$ cat src/rtl/rf_writeback_queue_if.sv
// Write-port / scoreboard bundle for rf_writeback_queue.
// master: the pipeline/control side driving requests and sampling results.
// slave:  the rf_writeback_queue itself.
interface rf_writeback_queue_if;
  logic        pipe_wen;
  logic [4:0]  pipe_rd;
  logic [31:0] pipe_wdata;
  logic        issue_valid;
  logic [4:0]  issue_rd;
  logic        issue_ready;
  logic        ll_valid;
  logic [4:0]  ll_rd;
  logic [31:0] ll_wdata;
  logic        ll_ready;
  logic [4:0]  rs1;
  logic [4:0]  rs2;
  logic        stall;
  logic        rf_wen;
  logic [4:0]  rf_rd;
  logic [31:0] rf_w_data;

  modport master (
    output pipe_wen, pipe_rd, pipe_wdata,
    output issue_valid, issue_rd,
    output ll_valid, ll_rd, ll_wdata,
    output rs1, rs2,
    input  issue_ready, ll_ready, stall,
    input  rf_wen, rf_rd, rf_w_data
  );

  modport slave (
    input  pipe_wen, pipe_rd, pipe_wdata,
    input  issue_valid, issue_rd,
    input  ll_valid, ll_rd, ll_wdata,
    input  rs1, rs2,
    output issue_ready, ll_ready, stall,
    output rf_wen, rf_rd, rf_w_data
  );
endinterface

$ cat src/rtl/rf_writeback_queue.sv
// rf_writeback_queue: arbitrates the register-file write port between
// single-cycle pipeline writebacks (highest priority) and a FIFO of
// out-of-order long-latency results, and keeps a pending-destination
// scoreboard that drives the RAW stall.
// Optional feature macro: RF_WB_BYPASS_EN -- a long-latency result that
// finds the FIFO empty and the port free is written in the same cycle
// instead of being enqueued.
module rf_writeback_queue #(
  parameter int DEPTH = 4
) (
  input logic                CLK,
  input logic                nRST,
  rf_writeback_queue_if.slave bus
);
  localparam int AW = $clog2(DEPTH);
  localparam int CW = AW + 1;
  localparam logic [CW-1:0] DEPTH_C = CW'(DEPTH);

  logic [4:0]    mem_rd_q   [DEPTH];
  logic [31:0]   mem_data_q [DEPTH];
  logic [AW-1:0] wr_ptr_q, wr_ptr_d, rd_ptr_q, rd_ptr_d;
  logic [CW-1:0] occ_q, occ_d;
  logic [CW-1:0] cnt_q, cnt_d;
  logic [31:0]   sb_q, sb_d;

  logic          fifo_empty, fifo_full;
  logic          push, pop, bypass, issue_fire, clr_en;
  logic [4:0]    head_rd, clr_rd, sel_rd;
  logic [31:0]   head_data, sel_data;
  logic          sel_valid;

  // Port arbitration, FIFO/scoreboard next state and the visible outputs.
  always_comb begin
    fifo_empty = (occ_q == '0);
    fifo_full  = (occ_q == DEPTH_C);
    head_rd    = mem_rd_q[rd_ptr_q];
    head_data  = mem_data_q[rd_ptr_q];
`ifdef RF_WB_BYPASS_EN
    bypass     = bus.ll_valid && fifo_empty && !bus.pipe_wen;
`else
    bypass     = 1'b0;
`endif
    pop        = !bus.pipe_wen && !fifo_empty;
    push       = bus.ll_valid && !fifo_full && !bypass;
    issue_fire = bus.issue_valid && !sb_q[bus.issue_rd] && (cnt_q < DEPTH_C) &&
                 (bus.issue_rd != 5'd0);

    // Pipeline first, then the queued head, then a bypassed result.
    sel_valid = 1'b0;
    sel_rd    = bus.pipe_rd;
    sel_data  = bus.pipe_wdata;
    if (bus.pipe_wen) begin
      sel_valid = 1'b1;
    end else if (!fifo_empty) begin
      sel_valid = 1'b1;
      sel_rd    = head_rd;
      sel_data  = head_data;
    end else if (bypass) begin
      sel_valid = 1'b1;
      sel_rd    = bus.ll_rd;
      sel_data  = bus.ll_wdata;
    end

    // A long-latency result leaving the block releases its destination.
    clr_en = pop || bypass;
    clr_rd = pop ? head_rd : bus.ll_rd;

    sb_d  = sb_q;
    cnt_d = cnt_q;
    if (clr_en && clr_rd != 5'd0) begin
      sb_d[clr_rd] = 1'b0;
      // A result with no pending bit is tolerated but must not skew the count.
      if (sb_q[clr_rd]) cnt_d = cnt_d - CW'(1);
    end
    if (issue_fire) begin
      sb_d[bus.issue_rd] = 1'b1;
      cnt_d = cnt_d + CW'(1);
    end
    sb_d[0] = 1'b0;

    wr_ptr_d = push ? wr_ptr_q + AW'(1) : wr_ptr_q;
    rd_ptr_d = pop  ? rd_ptr_q + AW'(1) : rd_ptr_q;
    occ_d    = occ_q;
    if (push && !pop) occ_d = occ_q + CW'(1);
    if (pop && !push) occ_d = occ_q - CW'(1);

    // Outputs are forced to their idle values while reset is held.
    bus.rf_wen      = nRST && sel_valid && (sel_rd != 5'd0);
    bus.rf_rd       = sel_rd;
    bus.rf_w_data   = sel_data;
    bus.issue_ready = !nRST || (!sb_q[bus.issue_rd] && (cnt_q < DEPTH_C));
    bus.ll_ready    = !nRST || !fifo_full;
    bus.stall       = nRST && (((bus.rs1 != 5'd0) && sb_q[bus.rs1]) ||
                               ((bus.rs2 != 5'd0) && sb_q[bus.rs2]));
  end

  // Control state: pointers, occupancy, scoreboard and outstanding count.
  always_ff @(posedge CLK) begin
    if (!nRST) begin
      wr_ptr_q <= '0;
      rd_ptr_q <= '0;
      occ_q    <= '0;
      cnt_q    <= '0;
      sb_q     <= '0;
    end else begin
      wr_ptr_q <= wr_ptr_d;
      rd_ptr_q <= rd_ptr_d;
      occ_q    <= occ_d;
      cnt_q    <= cnt_d;
      sb_q     <= sb_d;
    end
  end

  // Result storage; contents need no reset because occupancy gates reads.
  always_ff @(posedge CLK) begin
    if (push) begin
      mem_rd_q[wr_ptr_q]   <= bus.ll_rd;
      mem_data_q[wr_ptr_q] <= bus.ll_wdata;
    end
  end
endmodule

$ cat src/flat_wrapper.sv
// flat-port wrapper written by rule: the top's interface ports become plain ports
module rf_writeback_queue_flat 
#(
  parameter int DEPTH = 4
)
  (CLK, nRST, bus_pipe_wen, bus_pipe_rd, bus_pipe_wdata, bus_issue_valid, bus_issue_rd, bus_ll_valid, bus_ll_rd, bus_ll_wdata, bus_rs1, bus_rs2, bus_issue_ready, bus_ll_ready, bus_stall, bus_rf_wen, bus_rf_rd, bus_rf_w_data);
  rf_writeback_queue_if bus_i ();
  input logic CLK;
  input logic nRST;
  input wire logic [$bits(bus_i.pipe_wen)-1:0] bus_pipe_wen;
  input wire logic [$bits(bus_i.pipe_rd)-1:0] bus_pipe_rd;
  input wire logic [$bits(bus_i.pipe_wdata)-1:0] bus_pipe_wdata;
  input wire logic [$bits(bus_i.issue_valid)-1:0] bus_issue_valid;
  input wire logic [$bits(bus_i.issue_rd)-1:0] bus_issue_rd;
  input wire logic [$bits(bus_i.ll_valid)-1:0] bus_ll_valid;
  input wire logic [$bits(bus_i.ll_rd)-1:0] bus_ll_rd;
  input wire logic [$bits(bus_i.ll_wdata)-1:0] bus_ll_wdata;
  input wire logic [$bits(bus_i.rs1)-1:0] bus_rs1;
  input wire logic [$bits(bus_i.rs2)-1:0] bus_rs2;
  output wire logic [$bits(bus_i.issue_ready)-1:0] bus_issue_ready;
  output wire logic [$bits(bus_i.ll_ready)-1:0] bus_ll_ready;
  output wire logic [$bits(bus_i.stall)-1:0] bus_stall;
  output wire logic [$bits(bus_i.rf_wen)-1:0] bus_rf_wen;
  output wire logic [$bits(bus_i.rf_rd)-1:0] bus_rf_rd;
  output wire logic [$bits(bus_i.rf_w_data)-1:0] bus_rf_w_data;
  assign bus_i.pipe_wen = bus_pipe_wen;
  assign bus_i.pipe_rd = bus_pipe_rd;
  assign bus_i.pipe_wdata = bus_pipe_wdata;
  assign bus_i.issue_valid = bus_issue_valid;
  assign bus_i.issue_rd = bus_issue_rd;
  assign bus_i.ll_valid = bus_ll_valid;
  assign bus_i.ll_rd = bus_ll_rd;
  assign bus_i.ll_wdata = bus_ll_wdata;
  assign bus_i.rs1 = bus_rs1;
  assign bus_i.rs2 = bus_rs2;
  assign bus_issue_ready = bus_i.issue_ready;
  assign bus_ll_ready = bus_i.ll_ready;
  assign bus_stall = bus_i.stall;
  assign bus_rf_wen = bus_i.rf_wen;
  assign bus_rf_rd = bus_i.rf_rd;
  assign bus_rf_w_data = bus_i.rf_w_data;
  rf_writeback_queue #(.DEPTH(DEPTH)) u_core (.CLK(CLK), .nRST(nRST), .bus(bus_i));
endmodule
$ cat config.mk
export PLATFORM = sky130hd
export DESIGN_NAME = rf_writeback_queue_flat
export DESIGN_NICKNAME = d
export VERILOG_FILES = /design/src/rtl/rf_writeback_queue_if.sv /design/src/rtl/rf_writeback_queue.sv /design/src/flat_wrapper.sv
export SDC_FILE = /design/constraint.sdc
export NUM_CORES = 1
export LEC_CHECK = 0
export ABC_CLOCK_PERIOD_IN_PS = 7600
export BUFFER_PORTS_ARGS = -buffer_cell sky130_fd_sc_hd__buf_4
export CORE_MARGIN = 2
export CORE_UTILIZATION = 40
export DETAILED_ROUTE_END_ITERATION = 7
export GPL_TIMING_DRIVEN = 0
export HOLD_SLACK_MARGIN = 0.08
export MAX_ROUTING_LAYER = met4
export PLACE_DENSITY = 0.7
export SLEW_MARGIN = 5
export SYNTH_ARGS = -nofsm -noshare
export SYNTH_HDL_FRONTEND = slang
export SYNTH_SLANG_ARGS = --single-unit
export TNS_END_PERCENT = 50
$ cat constraint.sdc
create_clock -name CLK -period 7.6 [get_ports CLK]
set_input_delay 1.52 -clock CLK [delete_from_list [all_inputs] [get_ports CLK]]
set_output_delay 1.52 -clock CLK [all_outputs]
set_load 0.03 [all_outputs]
==> reports/qor.txt, run 1 <==
Cell depth of the worst hold path = 2
Number of enable flip-flop cells after synthesis = 148
Maximum clock insertion buffer count = 2
H-tree depth = 4
First-pass GRT wire length = 35700 um
Overall power = 3330 uW
Fin Clk Skew = 0.0108 ns
Hold violation count in the final report = 0
Area Growth Syn to Fin = 21.7%
Hold Path Class = flop to flop
Reg-to-Reg Start = u_core.occ_q[2]
CTS tree = built
Netlist cell types = 68
Syn Inst Count = 707
Die X = 156 um
Final layout net count = 960
Total Wirelength = 23100 um
HPWL after detailed placement = 16400 um
Cell Rows = 55
IO buf count = 128
Filler Cells Inserted = 1941
R2R cell count = 13
Slew Viols, Final = 0
Leak = 0.00408 uW
CP endpoint kind = primary output
R2R Path End = u_core.cnt_q[1]
Status = completed
Via Count = 6549
Initial Utilization = 0.408
Die area = 0.0243 mm^2
Core Area = 0.0226 mm^2
Top_reg_cell synth = edfxtp_1
Worst skew pair latency = 0.43 ns
Detailed Routing Iterations Pass 1 = 7
Inserted Diodes = 0
Final setup fails = 0
Vias in the first global route = 6579
Remaining global-route overflow = 0
Detail Route Antenna Nets = 0
Setup_tns = 0 ns
Worst EP arrival = 3.68 ns
Worst setup margin = 2.40 ns
Max IR drop VDD = 236 uV
Synthesized flop and latch total = 191
Layout cell share with drive strength beyond 1 = 0.295
Gpl congestion = 0.974
Total track usage = 0.201
Sink Count = 191
Crit path time final = 5.20 ns
Syn nets = 809
IO Count = 135
Initial antenna violation count = 0
Die Y = 156 um
Post-Route Utilization = 0.496
Worst reg2reg setup slack = 3.76 ns
CP startpoint kind = primary input
Setup CP Type = primary input to primary output
Pre-CTS worst setup slack = 2.39 ns
Final period util = 0.685
Worst relative slew slack = 0.210
Post-CTS setup buffers = 0
Fmax = 192 MHz
Pwr/cell area = 297 mW/mm^2
Initial DRC Count = 629
Worst Tran Pin Value = 1.17 ns
Crit-path max FO = 10
Post-cts hold buffer count = 0
Worst-path clk slew = 0.06 ns
CP required = 6.08 ns
RSZ-0062 raised after global routing = false
Asr flop ratio synth = 0
HP Start = u_core.rd_ptr_q[1]
Max Cap Violations = 0
Number of CTS-inserted buffers = 17
PostCTS Resize Cnt = 0
CTS Root Cell = clkbuf_16
Post-synthesis instance area = 0.00923 mm^2
Register area share after synthesis = 0.575
Yosys warns = 0
Largest net degree at the start of global routing = 21
DR vias/cell = 5.67
WL/cell = 20.0 um
Drt drc = 0
Avg Inst Size Synth = 13.1 um^2
## kinds of logic (layout without fill, tap and decap cells)
group / Yosys count / after routing / synth area share
buffers and inverters: 56 / 219 / 0.0258
AO/OA/AOI/OAI: 124 / 124 / 0.0866
XOR/XNOR: 6 / 6 / 0.00569
AND/OR/NAND/NOR: 247 / 247 / 0.128
flip-flops: 191 / 191 / 0.575
adder cells (fa/ha/maj): 8 / 8 / 0.0117
multiplexers: 75 / 75 / 0.168
## sequential cells by signal, indices dropped and copies added (netlist names), named ones only
signal	flops
u_core.occ_q	3
u_core.sb_q	31
u_core.cnt_q	3
u_core.rd_ptr_q	2
u_core.mem_data_q	128
u_core.wr_ptr_q	2
u_core.mem_rd_q	20
## worst max-delay path, cell delays in order
cell	delay [ns]
buf_4	0.11
inv_2	0.09
nand2_4	0.09
clkbuf_1	0.42
clkbuf_1	0.56
clkbuf_1	0.48
nand2_1	0.13
nand2_1	0.11
buf_4	0.16
## report_power, final
| group | internal, uW | switching (uW) |
|---|---|---|
| clock | 438 | 421 |
| sequential | 1240 | 39.1 |
| combinational | 480 | 717 |
| total | 2160 | 1180 |
## layout by cell type, fill, tap and decap left out, types with 4 or more instances in the layout
| master | instances |
|---|---|
| a211oi_1 | 4 |
| and2_1 | 5 |
| and2_2 | 4 |
| clkbuf_1 | 25 |
| a32oi_1 | 4 |
| nand3b_1 | 6 |
| edfxtp_1 | 148 |
| buf_16 | 4 |
| buf_2 | 6 |
| o21ai_0 | 46 |
| buf_1 | 6 |
| mux4_2 | 63 |
| and3_1 | 11 |
| nand2_1 | 128 |
| nor3b_1 | 4 |
| inv_1 | 14 |
| nand2b_1 | 4 |
| o21a_1 | 11 |
| nor2_1 | 30 |
| dfxtp_1 | 43 |
| nor3_1 | 4 |
| nand3_1 | 20 |
| clkbuf_16 | 17 |
| mux2i_1 | 9 |
| ha_1 | 7 |
| buf_4 | 129 |
| inv_6 | 4 |
| or3_1 | 7 |
| a21oi_1 | 30 |
| inv_8 | 6 |
| a21o_1 | 6 |
| nand4_1 | 5 |
## per-stage QoR
stage / cells / hold WS [ns] / instance area, um^2
detailed placement: 1124 / 0.511 / 10700
CTS: 1155 / 0.531 / 11200
finish: 1155 / 0.531 / 11200
global route: 1155 / 0.571 / 11200
floorplan: 707 / 0.478 / 9230
global placement: 1120 / 0.500 / 10500
## layer usage
| metal | global-route usage | routed length, um | vias up |
|---|---|---|---|
| li1 | - | - | 3012 |
| met1 | 0.251 | 9300 | 3170 |
| met2 | 0.327 | 11200 | 318 |
| met3 | 0.0400 | 1880 | 49 |
| met4 | 0.0743 | 630 | 0 |
| met5 | - | 0 | - |
## cells in the mapped netlist, types with 3 or more instances
master	instances	share of area
nor4_1	3	0.0020
clkbuf_1	25	0.010
nand3b_1	6	0.0049
nor3b_1	4	0.0033
inv_1	14	0.0057
nand3_1	20	0.011
nor2_1	30	0.012
nand2_1	128	0.052
xnor2_1	3	0.0028
and3_1	11	0.0075
a32oi_1	4	0.0038
a21oi_1	30	0.016
mux2i_1	9	0.0098
dfxtp_1	43	0.093
nand2b_1	4	0.0027
edfxtp_1	148	0.48
o21a_1	11	0.0089
xor2_1	3	0.0028
ha_1	7	0.0095
a211oi_1	4	0.0033
or3_1	7	0.0047
mux4_2	63	0.15
nand4_1	5	0.0034
buf_1	6	0.0024
buf_2	6	0.0033
a21o_1	6	0.0049
o21ai_0	46	0.025
nor3_1	4	0.0022
nor2b_1	3	0.0020
and2_1	9	0.0061
## cell type report
cell class / instances / area, um^2 / area share
Sequential cell: 191 / 5310 / 0.472
Clock inverter: 14 / 144 / 0.0128
Timing Repair Buffer: 132 / 1070 / 0.0953
Clock buffer: 17 / 425 / 0.0379
Inverter: 15 / 56.3 / 0.00501
Multi-Input combinational cell: 460 / 3690 / 0.329
Tap cell: 285 / 357 / 0.0317
Buffer: 41 / 181 / 0.0162
## worst max path at each step
stage                            start                 to  slack [ns]  cells past startpoint
final                     bus_pipe_wen  bus_rf_w_data[14]        2.40                      9
after global routing      bus_pipe_wen   bus_rf_w_data[6]        2.22                      9
after CTS                 bus_pipe_wen  bus_rf_w_data[14]        2.38                      9
after detailed placement  bus_pipe_wen  bus_rf_w_data[14]        2.39                      9
after global placement    bus_pipe_wen  bus_rf_w_data[14]        2.41                      9
after floorplan             bus_rs1[0]          bus_stall        2.79                      5
(Power assumes the default switching activity.)
==> inputs of run 2 (changes only) <==
--- a/config.mk
+++ b/config.mk
@@ -5,7 +5,8 @@
 export SDC_FILE = /design/constraint.sdc
 export NUM_CORES = 1
 export LEC_CHECK = 0
-export ABC_CLOCK_PERIOD_IN_PS = 7600
+export ABC_AREA = 1
+export ABC_CLOCK_PERIOD_IN_PS = 5340
 export BUFFER_PORTS_ARGS = -buffer_cell sky130_fd_sc_hd__buf_4
 export CORE_MARGIN = 2
 export CORE_UTILIZATION = 40
==> constraint.sdc (replaced) <==
create_clock -name CLK -period 5.34 [get_ports CLK]
set_input_delay 1.068 -clock CLK [delete_from_list [all_inputs] [get_ports CLK]]
set_output_delay 1.068 -clock CLK [all_outputs]
set_load 0.03 [all_outputs]
==> run 2 against run 1 <==
Against the previous run: clock power grew 54%; clock-buffer cell count unchanged; highest routed layer unchanged; largest cell class unchanged; critical endpoint is now bus_rf_w_data[26]; core utilization rose by 0.57 points; critical path type unchanged.
==> reports/qor.txt, run 2 <==
Initial DRC Count = 797
Synth area leaders = edfxtp_1, dfxtp_1, o21ai_0
Worst Path Buf+Inv = 6
Largest reg by FF count = u_core.mem_data_q
Via Count = 7727
Register Area = 0.00531 mm^2
Worst skew pair latency = 0.44 ns
Area leader, netlist = edfxtp_1
Asr flop ratio synth = 0
PostCTS Resize Cnt = 0
Number of enable flip-flop cells after synthesis = 148
Final setup fails = 0
Commonest cells in the netlist = edfxtp_1, o21ai_0, nand2_1
Worst relative slew slack = 0.361
Max Cap Violations = 0
Max incr delay on CP = 0.74 ns
Top cell type's share of synthesized area = 0.478
Status = completed
Final period util = 0.768
Die Y = 156 um
Most common cell after layout, fill and taps aside = edfxtp_1
Largest delay contributor family on the critical path = buffers and inverters
Area Growth Syn to Fin = 22.6%
Gpl congestion = 0.940
Slew Viols, Final = 0
CP endpoint kind = primary output
Die X = 156 um
Maximum clock insertion buffer count = 2
Number of CTS-inserted buffers = 17
Fin Clk Skew = 0.0182 ns
Syn nets = 1093
Vias in the first global route = 7017
Top_reg_cell synth = edfxtp_1
Worst-path clk slew = 0.08 ns
Worst EP arrival = 3.03 ns
CTS tree = built
Synthesized flop and latch total = 191
Crit path time final = 4.10 ns
Layout cell share with drive strength beyond 1 = 0.184
Crit-path max FO = 10
RSZ-0062 raised after global routing = false
Total Wirelength = 24800 um
Initial antenna violation count = 0
Die area = 0.0245 mm^2
WL/cell = 17.2 um
Register area share after synthesis = 0.571
Netlist cell types = 42
Setup CP Type = primary input to primary output
CTS Root Cell = clkbuf_16
Inserted Diodes = 0
Worst Tran Pin Value = 0.959 ns
Yosys warns = 0
Clk network pwr share = 0.270
Fmax = 244 MHz
Worst setup margin = 1.24 ns
Pre-CTS worst setup slack = 1.27 ns
Detail Route Antenna Nets = 0
IO Count = 135
DR vias/cell = 5.35
Post-CTS setup buffers = 0
Leak = 0.00459 uW
Remaining global-route overflow = 0
Post-synthesis instance area = 0.00929 mm^2
Most instantiated library cell after synthesis = edfxtp_1
Core Area = 0.0227 mm^2
Largest regs = u_core.mem_data_q x128, u_core.sb_q x31, u_core.mem_rd_q x20
HPWL after detailed placement = 17600 um
Avg Inst Size Synth = 9.38 um^2
Hold violation count in the final report = 0
Hold Slack = 0.474 ns
Cell Rows = 55
Max IR drop VDD = 300 uV
Pwr/cell area = 427 mW/mm^2
Post-cts hold buffer count = 0
Combinational share of power = 0.362
Switching share of power = 0.386
Multi-input gate area = 0.00333 mm^2
CP startpoint kind = primary input
Drt drc = 0
P_int = 2990 uW
Total track usage = 0.207
Most frequent cells in the layout = edfxtp_1, o21ai_0, buf_4, nand2_1, inv_1
Largest net degree at the start of global routing = 28
Critical path cell sequence = buf_4 -> inv_1 -> nand2_2 -> clkbuf_1 -> buf_2 -> mux2i_1 -> inv_1 -> buf_4
Psw = 1880 uW
Detailed Routing Iterations Pass 1 = 5
First-pass GRT wire length = 37600 um
CP required = 4.27 ns
H-tree depth = 4
Setup_tns = 0 ns
Filler Cells Inserted = 2101
Max reg flops = 128
Final layout net count = 1248
Syn Inst Count = 991
Initial Utilization = 0.409
Critical Path Slowest Stage Cell = clkbuf_1
Post-Route Utilization = 0.502
IO buf count = 132
Sequential group share of total power = 0.367
Hold Path Class = flop to flop
Sink Count = 191
==> run 2: cell count changes after synthesis, moves of 7 or more <==
cell	delta
nand3_1	+35
a21oi_1	+36
o21ai_0	+93
inv_1	+107
mux2i_1	+23
nor2_1	+75
and2_1	-8
and3_1	-11
o21a_1	-11
mux4_2	-63
o22ai_1	+46
or3_1	-7
==> run 2: kinds of logic after synthesis <==
kind of cell,synth area share
AO/OA/AOI/OAI,0.165
AND/OR/NAND/NOR,0.143
buffers and inverters,0.0746
adder cells (fa/ha/maj),0.0116
multiplexers,0.0357
flip-flops,0.571
==> run 2: final cells by class <==
type / instances / share of cell area
buffer: 38 / 0.0178
clock buffer: 17 / 0.0373
clock inverter: 15 / 0.0187
inverter: 130 / 0.0430
multi-input combinational: 632 / 0.292
sequential: 191 / 0.465
tap: 285 / 0.0313
timing repair buffer: 136 / 0.0946
==> run 2: metrics by stage <==
stage	std cells	power (uW)	cell area [um^2]
finish	1444	4870	11400
CTS	1444	4890	11400
global placement	1408	3550	10600
detailed placement	1412	3590	10800
floorplan	991	2990	9290
global route	1444	5120	11400
==> run 2: routing by layer <==
metal | up-vias | track usage | routed length [um]
met3 | 33 | 0.0271 | 2050
met1 | 3588 | 0.277 | 10600
met4 | 0 | 0.0686 | 478
li1 | 3770 | - | -
met5 | - | - | 0
met2 | 336 | 0.329 | 11700
==> run 2: final timing paths <==
path | startpoint | to | slack, ns | cells past startpoint
setup / recovery | bus_pipe_wen | bus_rf_w_data[26] | 1.24 | 8
hold / removal | u_core.rd_ptr_q[1] | u_core.rd_ptr_q[1] | 0.47 | 2
setup reg to reg | flop | u_core.cnt_q[2] | 2.36 | 19
hold reg to reg | u_core.rd_ptr_q[1] | u_core.rd_ptr_q[1] | 0.47 | 2
==> run 2: worst reg2reg max path: stages, from the launching register on <==
cell	delay, ns
dfxtp_1	0.42
buf_2	0.27
o21ai_0	0.13
o21ai_0	0.39
nand2_1	0.18
o21ai_1	0.15
nand2_1	0.10
nor2_1	0.22
nand2_1	0.09
nand2_1	0.08
nor2_2	0.06
nand3_2	0.07
nand2_1	0.08
nand2_1	0.07
inv_1	0.04
ha_1	0.17
nand4_1	0.09
nand2_1	0.06
o21ai_0	0.16
nor2_1	0.06
==> run 2: power groups by stage <==
stage | registers (uW) | logic [uW] | clock network, uW
2_1_floorplan | 1820 | 1170 | 0
3_3_place_gp | 1830 | 1720 | 0
3_5_place_dp | 1820 | 1760 | 0
4_1_cts | 1790 | 1770 | 1340
5_1_grt | 1800 | 1930 | 1390
6_report | 1790 | 1760 | 1320
